==> src/rtl/fc_vec_loader.sv <==
// fc_vec_loader: serial-to-parallel front end for one combinational fc neuron.
// Collects IN activation beats into the x vector and holds x stable for SETTLE
// cycles. It then captures the neuron result z and returns it on a
// valid/ready output stream.
module fc_vec_loader #(
  parameter int WIDTH   = 8,
  parameter int IN      = 84,
  parameter int Z_WIDTH = 22,
  parameter int SETTLE  = 1
) (
  input  logic               clk,
  input  logic               rst_n,
  input  logic [WIDTH-1:0]   s_data,
  input  logic               s_valid,
  input  logic               s_last,
  output logic               s_ready,
  output logic [WIDTH-1:0]   x [0:IN-1],
  input  logic [Z_WIDTH-1:0] z,
  output logic [Z_WIDTH-1:0] m_data,
  output logic               m_valid,
  input  logic               m_ready,
  output logic               err_len
);

  localparam int IDX_W = (IN > 1) ? $clog2(IN) : 1;
  localparam logic [IDX_W-1:0] IDX_LAST = IDX_W'(IN - 1);
  localparam logic [3:0]       SET_M1   = 4'(SETTLE - 1);

  typedef enum logic [1:0] {IDLE, FILL, SETL, OUT} state_t;

  state_t           state;
  logic             idle_wait;
  logic [IDX_W-1:0] idx;
  logic [3:0]       cnt;
  logic             accept;

  assign accept = s_valid & s_ready;

  // Frame FSM: buffer fill, settle countdown, result capture and output handshake
  always_ff @(posedge clk or negedge rst_n) begin
    if (!rst_n) begin
      state     <= IDLE;
      idle_wait <= 1'b0;
      idx       <= '0;
      cnt       <= '0;
      s_ready   <= 1'b0;
      m_valid   <= 1'b0;
      m_data    <= '0;
      err_len   <= 1'b0;
      for (int i = 0; i < IN; i++) x[i] <= '0;
    end else begin
      err_len <= 1'b0;
      case (state)
        IDLE: begin
          // Hold off one full cycle after reset release before opening the input.
          idle_wait <= 1'b1;
          if (idle_wait) begin
            state   <= FILL;
            s_ready <= 1'b1;
          end
        end
        FILL: begin
          if (accept) begin
            x[idx] <= s_data;
            if (idx == IDX_LAST) begin
              // Frame is complete even if s_last is missing; flag it but keep the data.
              err_len <= ~s_last;
              idx     <= '0;
              cnt     <= SET_M1;
              s_ready <= 1'b0;
              state   <= SETL;
            end else if (s_last) begin
              // Short frame: drop it and restart from entry 0.
              err_len <= 1'b1;
              idx     <= '0;
            end else begin
              idx <= idx + IDX_W'(1);
            end
          end
        end
        SETL: begin
          if (cnt == 4'd0) begin
            m_data  <= z;
            m_valid <= 1'b1;
            state   <= OUT;
          end else begin
            cnt <= cnt - 4'd1;
          end
        end
        OUT: begin
          if (m_ready) begin
            m_valid <= 1'b0;
            s_ready <= 1'b1;
            state   <= FILL;
          end
        end
        default: state <= IDLE;
      endcase
    end
  end

endmodule

==> config.mk <==
export PLATFORM = sky130hd
export DESIGN_NAME = fc_vec_loader
export DESIGN_NICKNAME = d
export VERILOG_FILES = /design/src/rtl/fc_vec_loader.sv
export SDC_FILE = /design/constraint.sdc
export NUM_CORES = 1
export LEC_CHECK = 0
export ABC_AREA = 1
export CAP_MARGIN = 20
export CORE_ASPECT_RATIO = 0.7
export CORE_MARGIN = 5
export CORE_UTILIZATION = 25
export DETAILED_ROUTE_END_ITERATION = 7
export DONT_BUFFER_PORTS = 1
export PLACE_DENSITY = 0.35
export SLEW_MARGIN = 20
export SYNTH_ARGS = -nofsm -noshare
export SYNTH_HDL_FRONTEND = slang
export SYNTH_SLANG_ARGS = --single-unit
==> constraint.sdc <==
create_clock -name clk -period 2.75 [get_ports clk]
set_input_delay 0.1375 -clock clk [delete_from_list [all_inputs] [get_ports clk]]
set_output_delay 0.1375 -clock clk [all_outputs]
set_load 0.1 [all_outputs]
==> run metrics, run 1 <==
outcome=finished, violations left; failing checks=hold timing; Reg2Reg Depth=10; fmax=around 0.4 GHz; CP Launch Type=flop; skew final=0.0225 ns; HPWL Detailed=69100 microns; Rows=a little under 100; Hold-fix buffers, CTS=26; Power per Cell Area=between 800 and 900 nW/um^2; CP max FO=16; Synth cell types=25; CTS tree=done; initial antenna violation count=1; Final Total Pwr=0.0305 W; layout cells sized above 1=0.273; Slew @ Worst Pin=0.972 ns; Mapped Nets=about 2600; Clock Latency Late Sink=0.63 ns; vias in the first global route=between 20000 and 25000; Critical Path RT=3.23 ns; reg-to-reg endpoint=x[493]; Synth Instances=2533; area delta synth->final=36.8%; htree depth=3; largest net degree at the start of global routing=712; Synth Register Bits=711; DRC viols=0; Leak=17.6 nW; WS Path Type=reg2reg; CTS buffer count=80; Post-CTS Resized=0; first-pass GRT wire length=151000 microns; main combinational cell family by area after synthesis=simple AND/OR/NAND/NOR gates; # port buffers=0; Worst VDD drop=0.479 mV; RSZ-0062 raised after global routing=false; Ys Warns=0; Remaining Overflow, GRT=0; wire per inst=around 23 microns; clock sinks=711; Clock transition at path regs=0.06 ns; Post-Syn Area=roughly 26000 sq um; max-cap violation count=0; Worst R2R Setup Slack=approximately 0.32 ns; Starting Density=0.252; Final setup viols=0; path category of the worst min-delay check=in2async; fin. max-slew vios=0; Post-Synth Simple-Gate Area=0.146; Util after Layout=0.345; DRT antenna net count=0; R2R Path Start=state[1]; Worst EP arrival=approximately 2.9 ns; # Post-CTS Setup Buffers=0; Max-Slew Margin vs Limit=0.352; Final Cycle Share=0.884; root buf cell=clkbuf_16; setup TNS=0 ns; Core Footprint=just over 100000 sq um; Synth Area in Adders=0.00339; Die Width=slightly below 400 microns; worst-case clock buffer depth=3; die span in y=279 microns; final net count=3237; pre-CTS WS=0.301 ns; DR pass1 iterations=5; Final min period=2.43 ns; Final Hold Violating Endpoints=398; Compound-Gate Fraction of Synth Area=0.132; post-route setup slack=0.320 ns; hold slack=-0.794 ns; Seq/Total Area, Yosys=0.689; IO Pins=732; Synth Area in XOR/XNOR=0.000339; vias per cell=approximately 4.5; Worst Setup End Kind=flop; gr usage total=0.187; multiplexer area fraction after synthesis=0; Die ar.=about 110000 sq um; Placer Congestion=0.775; DR iter-0 viols=1291; vias=20500; final wirelength=105000 microns; syn avg cell area=10.2 sq um
## worst max-delay path, stage by stage, from the launching register on
cell,delay (ns)
dfrtp_1,0.42
inv_1,0.12
ha_1,0.24
nand3_2,0.24
inv_2,0.15
nand2_4,0.11
nor2_4,0.11
buf_4,0.26
nand2_1,0.36
nand2_1,0.18
o21ai_0,0.09
## area by class of cell
| type | count | area [sq um] |
|---|---|---|
| Inverter | 31 | 126 |
| Timing Repair Buffer | 744 | 5870 |
| Sequential cell | 711 | 17800 |
| Fill cell | 10300 | 67100 |
| Antenna cell | 2 | 5.00 |
| Tap cell | 1350 | 1690 |
| Multi-Input combinational cell | 1627 | 7270 |
| Clock buffer | 117 | 2310 |
| Clock inverter | 21 | 269 |
## Yosys cell counts
| master | number | area share |
|---|---|---|
| clkbuf_1 | 138 | 0.020 |
| nand2_1 | 856 | 0.12 |
| nor3_1 | 2 | 0.00039 |
| xnor2_1 | 1 | 0.00034 |
| o21ai_1 | 47 | 0.0091 |
| inv_1 | 27 | 0.0039 |
| buf_2 | 25 | 0.0048 |
| dfrtp_1 | 711 | 0.69 |
| buf_6 | 1 | 0.00044 |
| ha_1 | 7 | 0.0034 |
| nand3b_1 | 1 | 0.00029 |
| nand2_4 | 11 | 0.0048 |
| or2_2 | 1 | 0.00024 |
| inv_2 | 4 | 0.00058 |
| nor2_1 | 23 | 0.0033 |
| nand3_2 | 1 | 0.00039 |
| nor2_4 | 3 | 0.0013 |
| o21ai_0 | 631 | 0.12 |
| nand2_2 | 10 | 0.0024 |
| nor2_8 | 1 | 0.00078 |
| nor2_2 | 10 | 0.0024 |
| nand3_1 | 12 | 0.0023 |
| nor3_4 | 2 | 0.0013 |
| nand4_1 | 5 | 0.0012 |
| a21oi_1 | 3 | 0.00058 |
## routing by layer
| layer | track usage | vias up | share of wire |
|---|---|---|---|
| li1 | - | 9602 | - |
| met1 | 0.227 | 10200 | 0.41 |
| met2 | 0.319 | 555 | 0.49 |
| met3 | 0.0622 | 144 | 0.077 |
| met4 | 0.0490 | 0 | 0.024 |
| met5 | 0 | - | 0 |
## cells by family after synthesis
group / Yosys count
adders and majority gates: 7
and+or+nand+nor: 938
DFF: 711
buffers and inverters: 195
AOI/OAI and AO/OA: 681
xor gates and xnor gates: 1
## worst max path at each step
stage	start	end	slack, ns	cells past startpoint
after floorplan	s_ready	x[205]	0.31	8
after global placement	state[1]	x[598]	0.35	8
after CTS	state[1]	x[594]	0.28	8
after detailed placement	state[1]	x[594]	0.30	8
final	state[1]	x[493]	0.32	10
after global routing	state[1]	x[509]	0.09	10
## cells in the final DEF, fill, tap and decap left out, types with 19 or more instances in the layout
cell           count
nand2_1          856
dfrtp_1          711
buf_4            703
o21ai_0          631
clkbuf_16         80
o21ai_1           47
dlygate4sd3_1     26
nor2_1            23
clkbuf_1          20
inv_1             19
## power by group
part | internal (W) | switching [W]
logic | 0.00125 | 0.00569
registers | 0.0112 | 0.00165
clock network | 0.00629 | 0.00441
total | 0.0187 | 0.0117
## through the flow
step                      cells  area (sq um)
final                      4603         35300
after global routing       4601         35300
after CTS                  4597         35200
after detailed placement   4433         32400
after global placement     4433         32400
after floorplan            2533         25800
## sequential cells by signal, summed over array words and instances, names as in the netlist
name	flops
m_valid	1
err_len	1
cnt	4
idle_wait	1
idx	7
m_data	22
s_ready	1
state	2
x	672
Note: power is estimated with default switching activity, not from simulation.
==> inputs of run 2 (changes only) <==
--- a/config.mk
+++ b/config.mk
@@ -7,12 +7,11 @@
 export LEC_CHECK = 0
 export ABC_AREA = 1
 export CAP_MARGIN = 20
-export CORE_ASPECT_RATIO = 0.7
-export CORE_MARGIN = 5
-export CORE_UTILIZATION = 25
+export CORE_AREA = 5 5 281 283
 export DETAILED_ROUTE_END_ITERATION = 7
+export DIE_AREA = 0 0 286 288
 export DONT_BUFFER_PORTS = 1
-export PLACE_DENSITY = 0.35
+export PLACE_DENSITY = 0.45
 export SLEW_MARGIN = 20
 export SYNTH_ARGS = -nofsm -noshare
 export SYNTH_HDL_FRONTEND = slang
==> constraint.sdc (replaced) <==
create_clock -name clk -period 2.75 [get_ports clk]
set_input_delay 0.1375 -clock clk [delete_from_list [all_inputs] [get_ports clk]]
set_output_delay 0.1375 -clock clk [all_outputs]
set_load 0.05 [all_outputs]
==> run metrics, run 2 (same netlist as run 1, synthesis figures left out) <==
outcome=finished, violations left; failing checks=hold timing, slew limit; CP Launch Type=flop; DRT antenna net count=0; Worst Setup End Kind=flop; busiest grt layer=met2; worst stage delay on the critical path=0.41 ns; Placer Congestion=0.789; Slew @ Worst Pin=3.19 ns; Reg2Reg Depth=10; commonest non-fill, non-tap cell in the layout=nand2_1; final net count=between 2000 and 3000; root buf cell=clkbuf_16; vias=18100; met1 usage=0.257; Final Cycle Share=0.892; largest net degree at the start of global routing=712; htree depth=3; DR iter-0 viols=approximately 1400; switch share=0.330; layout cells sized above 1=0.0885; vias per cell=5.06; Clock Latency Late Sink=between 0.6 and 0.7 ns; most frequent cells in the layout=nand2_1 (856), dfrtp_1 (711), o21ai_0 (631); Slowest-stage cell, CP=dfrtp_1; fmax=0.408 GHz; Final Hold Violating Endpoints=711; Remaining Overflow, GRT=0; Net Sw Power=0.00870 W; Max-Slew Margin vs Limit=-1.13; clock sinks=711; final wirelength=approximately 92000 microns; Pint=0.0177 W; CTS buffer count=80; Gate power share=0.072; Core Footprint=76400 sq um; hold slack=-0.782 ns; Worst VDD drop=0.560 mV; Hold-fix buffers, CTS=28; pre-CTS WS=0.0725 ns; Power per Cell Area=around 890 nW/um^2; Rows=approximately 100; Die ar.=a little over 80000 sq um; worst-case clock buffer depth=3; met2 Resource Use GR=0.363; Clock transition at path regs=0.06 ns; WP buf/inv=3; Die Width=~290 microns; CP max FO=16; fin. max-slew vios=slightly below 400; DR pass1 iterations=5; Critical Path RT=3.21 ns; Starting Density=0.338; setup TNS=0 ns; vias in the first global route=17700; initial antenna violation count=1; Leak=13.9 nW; Worst EP arrival=approximately 2.9 ns; Critical Path Stages=10; die span in y=288 microns; RSZ-0062 raised after global routing=false; M3 GR Usage=0.0792; post-route setup slack=0.296 ns; gr usage total=0.215; DRC viols=0; IO Pins=732; HPWL Detailed=between 60000 and 70000 microns; skew final=0.0227 ns; Largest register FFs=672; first-pass GRT wire length=132000 microns; path category of the worst min-delay check=in2async; critical-path cell list=inv_1, ha_1, nand3_2, inv_2, nand2_4, nor2_4, buf_4, nand2_1, nand2_1, o21ai_0; family with the most delay on the worst path=simple AND/OR/NAND/NOR gates; clock power share=0.387; most frequent CP cell=nand2_1; max-cap violation count=0; Final setup viols=0; # port buffers=0; largest registers=x: 672 flops, m_data: 22 flops, idx: 7 flops; area delta synth->final=14.9%; Final min period=2.45 ns; CTS tree=done; wire per inst=25.8 microns; WS Path Type=reg2reg; Top reg by flops=x; Reg power frac=0.541
## run 2: final timing paths
check	start	end	slack (ns)
max in group asynchronous	rst_n	x[509]	1.01
min	rst_n	x[633]	-0.78
min in group clk	s_data[1]	x[617]	0.05
min reg2reg	idle_wait	idle_wait	0.46
max reg2reg	state[1]	x[360]	0.30
max	state[1]	x[360]	0.30
## run 2: worst reg2reg max path: cells and delay by family, from the launching register on
family	cells	cell delay, ns
AND/OR/NAND/NOR	5	1.01
buffers and inverters	3	0.56
flip-flops	1	0.41
adder cells (fa/ha/maj)	1	0.24
AO/OA/AOI/OAI	1	0.10
## run 2: power by group through the flow
stage,registers [W],clock network (W),logic (W)
2_1_floorplan,0.0141,0,0.00134
3_3_place_gp,0.0145,0,0.00183
3_5_place_dp,0.0145,0,0.00190
4_1_cts,0.0143,0.0105,0.00194
5_1_grt,0.0143,0.0109,0.00219
6_report,0.0143,0.0102,0.00190
## run 2: repair_timing
action | CTS | global route
hold endpoints to repair | 765 | 711
endpoints found under the setup margin | 0 | 25
gates resized for setup | 0 | 0
buffers inserted | 0 | 3
## run 2: layer usage
metal | wire (microns) | vias to the layer above
met5 | 0 | -
met2 | 45100 | 676
met1 | 35500 | 9011
li1 | - | 8267
met3 | 8740 | 134
met4 | 2760 | 0
## run 2: per-stage QoR
stage                     total power, W  instance area, sq um  cells  hold WS (ns)   util
after floorplan                   0.0154                 25800   2533        -0.158      -
after CTS                         0.0267                 29600   3572        -0.824  0.388
after global placement            0.0163                 26900   3406        -0.139  0.352
after detailed placement          0.0164                 26900   3406        -0.140  0.352
final                             0.0263                 29700   3576        -0.782  0.388
after global routing              0.0274                 29700   3575        -0.812  0.388
## run 2: cell type report
class                      count  area (sq um)
tap                          988          1240
clock inverter                25           163
multi-input combinational   1627          7270
fill                        7565         46800
sequential                   711         17800
antenna                        1          2.50
timing repair buffer          80           746
inverter                      31           126
clock buffer                 113          2330
